$ cat src/rtl/mvm_seq_ctrl_pkg.sv
// Shared types for the MVM sequencer: controller states and
// the MAC row-period helper.
package mvm_ctrl_pkg;

    typedef enum logic [2:0] {
        ST_IDLE,
        ST_LOAD_A,
        ST_LOAD_X,
        ST_COMP,
        ST_OUT_PRIME,
        ST_OUT
    } state_t;

    // K issue/drain cycles plus the write cycle shared with the next row.
    function automatic int row_period(input int k);
        return k + 1;
    endfunction

endpackage

$ cat src/rtl/mvm_seq_ctrl_if.sv
// Load and result-stream handshakes between the mvm wrapper
// and the sequencer.
interface mvm_seq_ctrl_if;

    logic in_valid;
    logic in_ready;
    logic out_valid;
    logic out_ready;

    modport master (
        output in_valid,
        output out_ready,
        input  in_ready,
        input  out_valid
    );

    modport slave (
        input  in_valid,
        input  out_ready,
        output in_ready,
        output out_valid
    );

endinterface

$ cat src/rtl/mvm_seq_ctrl_idx_counter.sv
// Wrapping index counter with clear priority and a terminal flag.
// The terminal value is a port so one counter can serve A and x loads.
module mvm_idx_counter #(
    parameter int W = 4
) (
    input  logic         clk,
    input  logic         reset,
    input  logic         clr,
    input  logic         inc,
    input  logic [W-1:0] term,
    output logic [W-1:0] cnt,
    output logic         last
);

    assign last = (cnt == term);

    always_ff @(posedge clk) begin
        if (!reset || clr) begin
            cnt <= '0;
        end else if (inc) begin
            cnt <= last ? '0 : cnt + 1'b1;
        end
    end

endmodule

$ cat src/rtl/mvm_seq_ctrl.sv
// Handshaked sequencer for the MVM datapath: loads A and x,
// runs the MAC schedule, then streams y under backpressure.
module mvm_seq_ctrl
    import mvm_ctrl_pkg::*;
#(
    parameter int K     = 32,
    parameter int LOGK  = $clog2(K),
    parameter int LOGKK = $clog2(K*K)
) (
    input  logic             clk,
    input  logic             reset,
    input  logic             start,
    input  logic             loadMatrix,
    input  logic             loadVector,
    mvm_seq_ctrl_if.slave    hs,
    output logic [LOGKK-1:0] addr_a,
    output logic [LOGK-1:0]  addr_x,
    output logic [LOGK-1:0]  addr_y,
    output logic             wr_en_a,
    output logic             wr_en_x,
    output logic             wr_en_y,
    output logic             clear_acc,
    output logic             busy,
    output logic             done
);

    localparam logic [LOGKK-1:0] A_TERM = LOGKK'(K*K - 1);
    localparam logic [LOGKK-1:0] X_TERM = LOGKK'(K - 1);
    localparam logic [LOGK:0]    J_TERM = (LOGK+1)'(row_period(K) - 1);
    localparam logic [LOGK-1:0]  I_TERM = LOGK'(K - 1);

    state_t state;
    state_t nxt;

    logic             idle;
    logic             comp;
    logic             ld_st;
    logic             in_hs;
    logic             out_hs;
    logic [LOGKK-1:0] ld_cnt;
    logic [LOGKK-1:0] ld_term;
    logic             ld_last;
    logic [LOGK:0]    j_cnt;
    logic             j_last;
    logic [LOGK-1:0]  i_cnt;
    logic             i_last;
    logic [LOGK-1:0]  o_cnt;
    logic             o_last;
    logic             wr_pend;
    logic             tail;

    assign idle    = (state == ST_IDLE);
    assign comp    = (state == ST_COMP);
    assign ld_st   = (state == ST_LOAD_A) || (state == ST_LOAD_X);
    assign in_hs   = ld_st & hs.in_valid;
    assign out_hs  = (state == ST_OUT) & hs.out_ready;
    assign ld_term = (state == ST_LOAD_A) ? A_TERM : X_TERM;
    assign busy    = ~idle;

    mvm_idx_counter #(.W(LOGKK)) u_ld (
        .clk   (clk),
        .reset (reset),
        .clr   (idle),
        .inc   (in_hs),
        .term  (ld_term),
        .cnt   (ld_cnt),
        .last  (ld_last)
    );

    mvm_idx_counter #(.W(LOGK+1)) u_j (
        .clk   (clk),
        .reset (reset),
        .clr   (idle),
        .inc   (comp & ~tail),
        .term  (J_TERM),
        .cnt   (j_cnt),
        .last  (j_last)
    );

    mvm_idx_counter #(.W(LOGK)) u_i (
        .clk   (clk),
        .reset (reset),
        .clr   (idle),
        .inc   (comp & j_last),
        .term  (I_TERM),
        .cnt   (i_cnt),
        .last  (i_last)
    );

    mvm_idx_counter #(.W(LOGK)) u_o (
        .clk   (clk),
        .reset (reset),
        .clr   (idle),
        .inc   (out_hs),
        .term  (I_TERM),
        .cnt   (o_cnt),
        .last  (o_last)
    );

    // wr_pend marks the cycle after a drain; tail is the lone final write.
    always_ff @(posedge clk) begin
        if (!reset) begin
            state   <= ST_IDLE;
            wr_pend <= 1'b0;
            tail    <= 1'b0;
            done    <= 1'b0;
        end else begin
            state   <= nxt;
            wr_pend <= comp & j_last;
            tail    <= comp & j_last & i_last;
            done    <= out_hs & o_last;
        end
    end

    always_comb begin
        nxt = state;
        unique case (state)
            ST_IDLE: begin
                if (start)           nxt = ST_COMP;
                else if (loadMatrix) nxt = ST_LOAD_A;
                else if (loadVector) nxt = ST_LOAD_X;
            end
            ST_LOAD_A,
            ST_LOAD_X: begin
                if (in_hs && ld_last) nxt = ST_IDLE;
            end
            ST_COMP: begin
                if (tail) nxt = ST_OUT_PRIME;
            end
            ST_OUT_PRIME: nxt = ST_OUT;
            ST_OUT: begin
                if (out_hs && o_last) nxt = ST_IDLE;
            end
            default: nxt = ST_IDLE;
        endcase
    end

    always_comb begin
        hs.in_ready  = 1'b0;
        hs.out_valid = 1'b0;
        addr_a       = '0;
        addr_x       = '0;
        addr_y       = '0;
        wr_en_a      = 1'b0;
        wr_en_x      = 1'b0;
        wr_en_y      = 1'b0;
        clear_acc    = 1'b0;
        unique case (state)
            ST_LOAD_A: begin
                hs.in_ready = 1'b1;
                wr_en_a     = hs.in_valid;
                addr_a      = ld_cnt;
            end
            ST_LOAD_X: begin
                hs.in_ready = 1'b1;
                wr_en_x     = hs.in_valid;
                addr_x      = ld_cnt[LOGK-1:0];
            end
            ST_COMP: begin
                if (!tail) begin
                    addr_a    = {i_cnt, j_cnt[LOGK-1:0]};
                    addr_x    = j_cnt[LOGK-1:0];
                    clear_acc = (j_cnt == '0);
                end
                // i has already advanced, so the finished row is i-1 (mod K).
                if (wr_pend) begin
                    wr_en_y = 1'b1;
                    addr_y  = i_cnt - 1'b1;
                end
            end
            ST_OUT: begin
                hs.out_valid = 1'b1;
                addr_y       = hs.out_ready ? o_cnt + 1'b1 : o_cnt;
            end
            default: ;
        endcase
    end

endmodule
$ cat src/flat_wrapper.sv
// flat-port wrapper written by rule: the top's interface ports become plain ports
module mvm_seq_ctrl_flat import mvm_ctrl_pkg::*;
#(
    parameter int K     = 32,
    parameter int LOGK  = $clog2(K),
    parameter int LOGKK = $clog2(K*K)
)
  (clk, reset, start, loadMatrix, loadVector, addr_a, addr_x, addr_y, wr_en_a, wr_en_x, wr_en_y, clear_acc, busy, done, hs_in_valid, hs_out_ready, hs_in_ready, hs_out_valid);
  mvm_seq_ctrl_if hs_i ();
  input  logic clk;
  input  logic reset;
  input  logic start;
  input  logic loadMatrix;
  input  logic loadVector;
  output logic [LOGKK-1:0] addr_a;
  output logic [LOGK-1:0] addr_x;
  output logic [LOGK-1:0] addr_y;
  output logic wr_en_a;
  output logic wr_en_x;
  output logic wr_en_y;
  output logic clear_acc;
  output logic busy;
  output logic done;
  input wire logic [$bits(hs_i.in_valid)-1:0] hs_in_valid;
  input wire logic [$bits(hs_i.out_ready)-1:0] hs_out_ready;
  output wire logic [$bits(hs_i.in_ready)-1:0] hs_in_ready;
  output wire logic [$bits(hs_i.out_valid)-1:0] hs_out_valid;
  assign hs_i.in_valid = hs_in_valid;
  assign hs_i.out_ready = hs_out_ready;
  assign hs_in_ready = hs_i.in_ready;
  assign hs_out_valid = hs_i.out_valid;
  mvm_seq_ctrl #(.K(K), .LOGK(LOGK), .LOGKK(LOGKK)) u_core (.clk(clk), .reset(reset), .start(start), .loadMatrix(loadMatrix), .loadVector(loadVector), .hs(hs_i), .addr_a(addr_a), .addr_x(addr_x), .addr_y(addr_y), .wr_en_a(wr_en_a), .wr_en_x(wr_en_x), .wr_en_y(wr_en_y), .clear_acc(clear_acc), .busy(busy), .done(done));
endmodule
$ cat config.mk
export PLATFORM = sky130hd
export DESIGN_NAME = mvm_seq_ctrl_flat
export DESIGN_NICKNAME = d
export VERILOG_FILES = /design/src/rtl/mvm_seq_ctrl_pkg.sv /design/src/rtl/mvm_seq_ctrl_if.sv /design/src/rtl/mvm_seq_ctrl_idx_counter.sv /design/src/rtl/mvm_seq_ctrl.sv /design/src/flat_wrapper.sv
export SDC_FILE = /design/constraint.sdc
export NUM_CORES = 1
export LEC_CHECK = 0
export BUFFER_PORTS_ARGS = -buffer_cell sky130_fd_sc_hd__buf_2
export CORE_MARGIN = 4
export CORE_UTILIZATION = 30
export DETAILED_ROUTE_END_ITERATION = 10
export GPL_TIMING_DRIVEN = 0
export REMOVE_ABC_BUFFERS = 1
export SYNTH_ARGS = -nofsm -noshare
export SYNTH_HDL_FRONTEND = slang
export SYNTH_SLANG_ARGS = --single-unit
$ cat constraint.sdc
create_clock -name clk -period 5.55 [get_ports clk]
set_clock_uncertainty 0.2 [all_clocks]
set_input_delay 0 -clock clk [delete_from_list [all_inputs] [get_ports clk]]
set_output_delay 0 -clock clk [all_outputs]
set_load 0.02 [all_outputs]
==> out/metrics.yaml, run 1 <==
timing:
  final.setup.worst_slack_ps: 2060
  timing.hold.ws_ps: 13.6
  rsz0062_at_grt: "false"
  slew_headroom: 0.496
  worst_slew_pin_slew_ps: 754
  tns_ps: 0
  min_period_over_period: 0.629
  setup_viol: 0
  timing.final.max_slew_violations: 0
  fin_crit_ps: 3490
  max_freq_ghz: 0.286
  hold_viol: 0
yosys:
  synth_largest_area_cell: "dfxtp_1"
  yosysUniqueCellTypes: 43
  syn_area_mm2: 0.00196
  ys_seq_area_frac: 0.326
  synth_top_area_share: 0.326
  netlist_instances: 244
  yosys_warnings: 0
  syn_avg_cell_area_um2: 8.05
  ys_ff_latch: 32
  synthTopCellsByArea: "dfxtp_1 33%, ha_1 8.3%, a21oi_1 5.4%"
power:
  power_leakage_nw: 0.954
  ir_worst_vdd_mv: 0.127
  finalPower_mw: 0.660
  p_per_area_mw_per_mm2: 283
place:
  io_buffers: 34
  place_inst: 343
  pre_cts_ws_ps: 2240
  postPlaceCellArea_mm2: 0.00218
  gp_congestion: 0.788
  hpwl_um: 3380
route:
  postRouteWirelength_um: 4720
  drtPass1Iterations: 4
  antenna_left: 0
  wl_per_cell_um: 13.2
  drc_errors: 0
  route.vias.total: 1862
  drt_iter0_markers: 97
  via_per_inst: 5.22
critical_path:
  worstSetupStartpointType: "register"
  end_kind: "register"
  cp.required_ps: 5520
  worstPathArrival_ps: 3470
  r2r_setup_slack_ps: 2060
  reg2reg_depth: 8
  rr_endpoint: "u_core.state[0]"
  r2r_start: "u_core.state[2]"
  cp_max_fo: 17
  critPathKind: "reg2reg"
run:
  drv_cap: 0
grt:
  grt_antenna_before_repair: 0
  grt.overflow.total: 0
  grt_pass1_vias: 1730
  grt_usage: 0.129
  grt_pass1_wl_um: 8020
  grt_max_degree: 19
cells_and_area:
  final_common_cell: "buf_2"
  area_delta_synth_final_pct: 18.7
  fin_area_mm2: 0.00233
  layout.nets: 299
  layout-drive-gt1-share: 0.161
  mostFrequentLayoutCells: "34 x buf_2, 32 x dfxtp_1, 26 x nor2_1, 25 x nand2_1, 21 x a21oi_1"
  diodes: 0
  finalNonFillerCells: 357
  fin_util: 0.367
cts:
  clk_latency_ps: 280
  cts_buffers: 5
  ctsResizeCount: 0
  htree_levels: 2
  postCtsSetupRepairBufs: 0
  cts.sinks: 32
  cts_tree: "done"
  cts.path.max_buffers: 2
  cts_root_buf: "clkbuf_8"
  path_clk_slew_ps: 70
die:
  io-pin-count: 35
  floorplan.die.height_um: 88.9
  die_area_mm2: 0.00791
  rows: 29
  initial_core_util: 0.309
  die_w_um: 88.9
  core_area_mm2: 0.00635
min_path:
  holdPathEnd: "u_core.u_ld.cnt[2]"
  min_from: "hs_in_valid"
  hold_class: "in2reg"
  min_path_cells: 4
outcome:
  outcome: "completed"
-- flip-flops by register name (all words and copies together) (netlist names) --
| signal | cells |
|---|---|
| u_core.tail | 1 |
| u_core.wr_pend | 1 |
| u_core.u_i.cnt | 5 |
| u_core.u_o.cnt | 5 |
| u_core.u_ld.cnt | 10 |
| u_core.u_j.cnt | 6 |
| u_core.done | 1 |
| u_core.state | 3 |
-- layout make-up --
cell class | count | area [um2]
flip-flops and latches | 32 | 641
well taps | 77 | 96.3
multi-input cells | 192 | 1240
repair buffers | 40 | 230
inverters | 8 | 30.0
clock buffers | 8 | 90.1
fillers | 664 | 4020
-- kinds of logic (layout without fill, tap and decap cells) --
| group | count (synthesis) | in the layout | synth area share |
|---|---|---|---|
| AND/OR/NAND/NOR | 105 | 105 | 0.289 |
| AO/OA/AOI/OAI | 52 | 52 | 0.159 |
| flip-flops | 32 | 32 | 0.326 |
| buffers and inverters | 20 | 56 | 0.0408 |
| XOR/XNOR | 16 | 16 | 0.0713 |
| adder cells (fa/ha/maj) | 13 | 13 | 0.0828 |
| multiplexers | 6 | 6 | 0.0306 |
-- where the power goes --
group | total, mW | switching, mW | internal [mW]
logic | 0.209 | 0.139 | 0.0704
clock network | 0.187 | 0.0854 | 0.101
registers | 0.265 | 0.0254 | 0.239
total | 0.660 | 0.250 | 0.411
-- layer usage --
layer | track usage | routed length, um | part of all wire | vias to the layer above
met2 | 0.204 | 2070 | 0.44 | 58
met4 | 0.0467 | 58 | 0.012 | 0
met3 | 0.0276 | 302 | 0.064 | 8
li1 | - | - | - | 947
met5 | 0 | 0 | 0 | -
met1 | 0.172 | 2290 | 0.48 | 849
-- worst max path at each step --
stage,depth (start not counted),from,endpoint,slack (ps)
6_report,8,u_core.state[2],u_core.state[0],2060
5_1_grt,8,u_core.state[2],u_core.state[0],1830
4_1_cts,8,u_core.state[2],u_core.state[0],2070
3_5_place_dp,7,u_core.state[2],u_core.u_ld.cnt[0],2240
3_3_place_gp,7,u_core.state[2],u_core.u_ld.cnt[3],2250
2_1_floorplan,7,u_core.state[2],u_core.u_ld.cnt[0],2930
-- worst max-delay path: stages (launching register included) --
cell and delay (ps):
dfxtp_1 490, nand2b_1 330, nor2_1 630, ha_1 360, nor4bb_1 260, nand3_1 170
a21boi_1 260, o22ai_1 120, dlygate4sd3_1 560
-- synth_stat cells --
library cell	instances
or4b_1	2
nor4_1	2
nor3b_1	4
nor2b_1	1
and3b_1	1
clkbuf_1	6
ha_1	13
nor2_1	26
a31oi_1	2
nand4bb_1	1
o31ai_1	1
dfxtp_1	32
inv_2	1
o311ai_0	1
nand3b_1	1
xor2_1	7
buf_2	4
inv_1	7
a21oi_1	21
o22ai_1	6
nand3_2	1
a221oi_1	1
nand2_1	25
o21ai_1	1
a21boi_1	1
nand2b_1	2
nand3_1	7
nor3_1	5
buf_1	2
mux2i_1	6
nor4bb_1	2
nand4_1	6
o31ai_2	1
nor4b_2	1
or4_1	3
and4bb_2	1
and3_1	3
nand4b_1	1
a22o_1	6
o21ai_0	11
or3_1	6
xnor2_1	9
and2_1	4
-- repair_timing --
action                                 4_1_cts  5_1_grt
hold buffers                                 6        0
setup endpoints to repair                    0        0
endpoints found under the hold margin        7        0
Power figures use the tool's default switching activity.
==> run 2, diff against run 1 <==
- clock period: 5.55 -> 3.4 ns (I/O delays scaled with it)
==> run 2 against run 1 <==
  * Combinational power increased by 60%
  * Critical endpoint is now u_core.u_ld.cnt[1]
  * Sequential share of layout area increased by 0.089 points
  * Die area unchanged
  * Register-to-register slack got worse by 1700 ps
  * Via count decreased by 1.4%
  * Sequential power increased by 63%
  * Design area decreased by 0.32%
==> out/metrics.yaml, run 2 (synthesis results as in run 1) <==
outcome:
  outcome: "completed"
timing:
  fin_crit_ps: 3040  # -455 ps
  slew_headroom: 0.533  # +0.0374
  timing.final.max_slew_violations: 0  # unchanged
  tns_ps: 0  # unchanged
  rsz0062_at_grt: "false"
  min_period_over_period: 0.893  # +0.264
  hold_viol: 0  # unchanged
  worst_slew_pin_slew_ps: 696  # -57.5 ps
  setup_viol: 0  # unchanged
  max_freq_ghz: 0.329  # +15%
route:
  route.vias.total: 1836  # -1.4%
  drc_errors: 0  # unchanged
  drt_iter0_markers: 74  # -24%
  antenna_left: 0  # unchanged
  via_per_inst: 5.16  # -1.1%
  wl_per_cell_um: 13.1  # -0.51%
  drtPass1Iterations: 4  # unchanged
  postRouteWirelength_um: 4680  # -0.78%
critical_path:
  cp_cell_sequence: "nand2b_1 > nor2_2 > ha_1 > nor4bb_1 > nand3_1 > o31ai_2 > nor2_1"
  max_stage_delay_ps: 600  # -30 ps
  cp.required_ps: 3340  # -2180 ps
  cp_max_fo: 17  # unchanged
  end_kind: "register"
  critPathKind: "reg2reg"
  worstSetupStartpointType: "register"
  cp_slowest_cell: "o31ai_2"
  worstPathArrival_ps: 2980  # -490 ps
die:
  floorplan.die.height_um: 88.9  # unchanged
  die_w_um: 88.9  # unchanged
  die_area_mm2: 0.00791  # unchanged
  io-pin-count: 35  # unchanged
  initial_core_util: 0.309  # unchanged
  core_area_mm2: 0.00635  # unchanged
  rows: 29  # unchanged
power:
  p_comb_frac: 0.313  # -0.004
  p_per_area_mw_per_mm2: 460  # +63%
  switching_share: 0.378  # +0.000396
  seqPwrFrac: 0.404  # +0.003
  ir_worst_vdd_mv: 0.207  # +63%
  finalPower_mw: 1.07  # +62%
  power_leakage_nw: 0.949  # -0.59%
  p_switching_mw: 0.405  # +62%
  clockPowerShare: 0.284  # +0.002
  p_int_mw: 0.665  # +62%
cts:
  clk_latency_ps: 280  # about the same
  cts.path.max_buffers: 2  # unchanged
  cts_tree: "done"
  cts_root_buf: "clkbuf_8"
  cts_buffers: 5  # unchanged
  postCtsSetupRepairBufs: 0  # unchanged
  path_clk_slew_ps: 70  # about the same
  htree_levels: 2  # unchanged
  cts.sinks: 32  # unchanged
grt:
  grt.overflow.total: 0  # unchanged
  grt_usage: 0.129  # -0.000382
  grt_max_degree: 19  # unchanged
  grt_antenna_before_repair: 0  # unchanged
  grt_pass1_vias: 1718  # -0.69%
  grt_pass1_wl_um: 7990  # -0.34%
cells_and_area:
  num-fill-cells: 664  # unchanged
  layout-drive-gt1-share: 0.165  # +0.00416
  final_common_cell: "buf_2"
  mostFrequentLayoutCells: "34 x buf_2, 32 x dfxtp_1, 25 x nor2_1, 25 x nand2_1, 21 x a21oi_1"
  largest_reg_flops: 10  # unchanged
  regMostFlops: "u_core.u_ld.cnt"
  area_delta_synth_final_pct: 18.3
  top_regs: "u_core.u_ld.cnt x10, u_core.u_j.cnt x6"
  fin_util: 0.366  # -0.00118
  diodes: 0  # unchanged
  layout.nets: 298  # -0.33%
run:
  drv_cap: 0  # unchanged
min_path:
  hold_class: "in2reg"
place:
  io_buffers: 34  # unchanged
  hpwl_um: 3380  # unchanged
  gp_congestion: 0.788  # unchanged
## run 2: changes by cell type in the layout (fill, tap and decap cells not counted)
cell | previous run | this run
nor2_2 | 0 | 1
dlygate4sd3_1 | 6 | 5
nor2_1 | 26 | 25
## run 2: cell type report
cell class              instances  area, um2  area share
multi-input cells             192       1250       0.536
clock buffers                   8       90.1      0.0388
inverters                       8       30.0      0.0129
flip-flops and latches         32        641       0.276
repair buffers                 39        220      0.0948
well taps                      77       96.3      0.0415
## run 2: path summary, 6_finish.rpt
| check | from | to | slack (ps) | cells after the start |
|---|---|---|---|---|
| worst min-delay path | hs_in_valid | u_core.u_ld.cnt[2] | 20 | 4 |
| worst min register to register | u_core.u_o.cnt[4] | u_core.u_o.cnt[4] | 280 | 2 |
| worst max-delay path | u_core.state[2] | u_core.u_ld.cnt[1] | 360 | 7 |
| worst max register to register | u_core.state[2] | u_core.u_ld.cnt[1] | 360 | 7 |
## run 2: per-stage QoR
step / instance area (um2) / hold slack, ps / cells / setup WS (ps)
floorplan: 1910 / -80.3 / 232 / 785
global placement: 2180 / 79.3 / 343 / 102
detailed placement: 2180 / 80.6 / 343 / 92.7
CTS: 2320 / 13.7 / 356 / 84.6
global route: 2320 / 33.8 / 356 / 78.3
finish: 2320 / 15.9 / 356 / 363
## run 2: worst max-delay path, delay by kind of cell (launching register included)
kind,cells,cell delay (ps)
DFF,1,480
and+or+nand+nor,5,1290
AOI/OAI and AO/OA,1,600
adders and majority gates,1,320
## run 2: layer usage
layer / wire length, um / vias up / global-route usage
li1: - / 946 / -
met1: 2340 / 842 / 0.172
met2: 2070 / 40 / 0.203
met3: 206 / 8 / 0.0276
met4: 62 / 0 / 0.0467
met5: 0 / - / 0
## run 2: what timing repair did
item / in CTS / in global routing
hold buffers: 5 / 0
resized for setup: 0 / 1
setup endpoints to repair: 0 / 9
endpoints found under the hold margin: 7 / 0
## run 2: power by group through the flow
stage          Sequential, mW  Combinational [mW]  Clock (mW)
2_1_floorplan           0.427               0.239           0
3_3_place_gp            0.438               0.329           0
3_5_place_dp            0.440               0.330           0
4_1_cts                 0.431               0.337       0.310
5_1_grt                 0.437               0.372       0.326
6_report                0.432               0.335       0.303
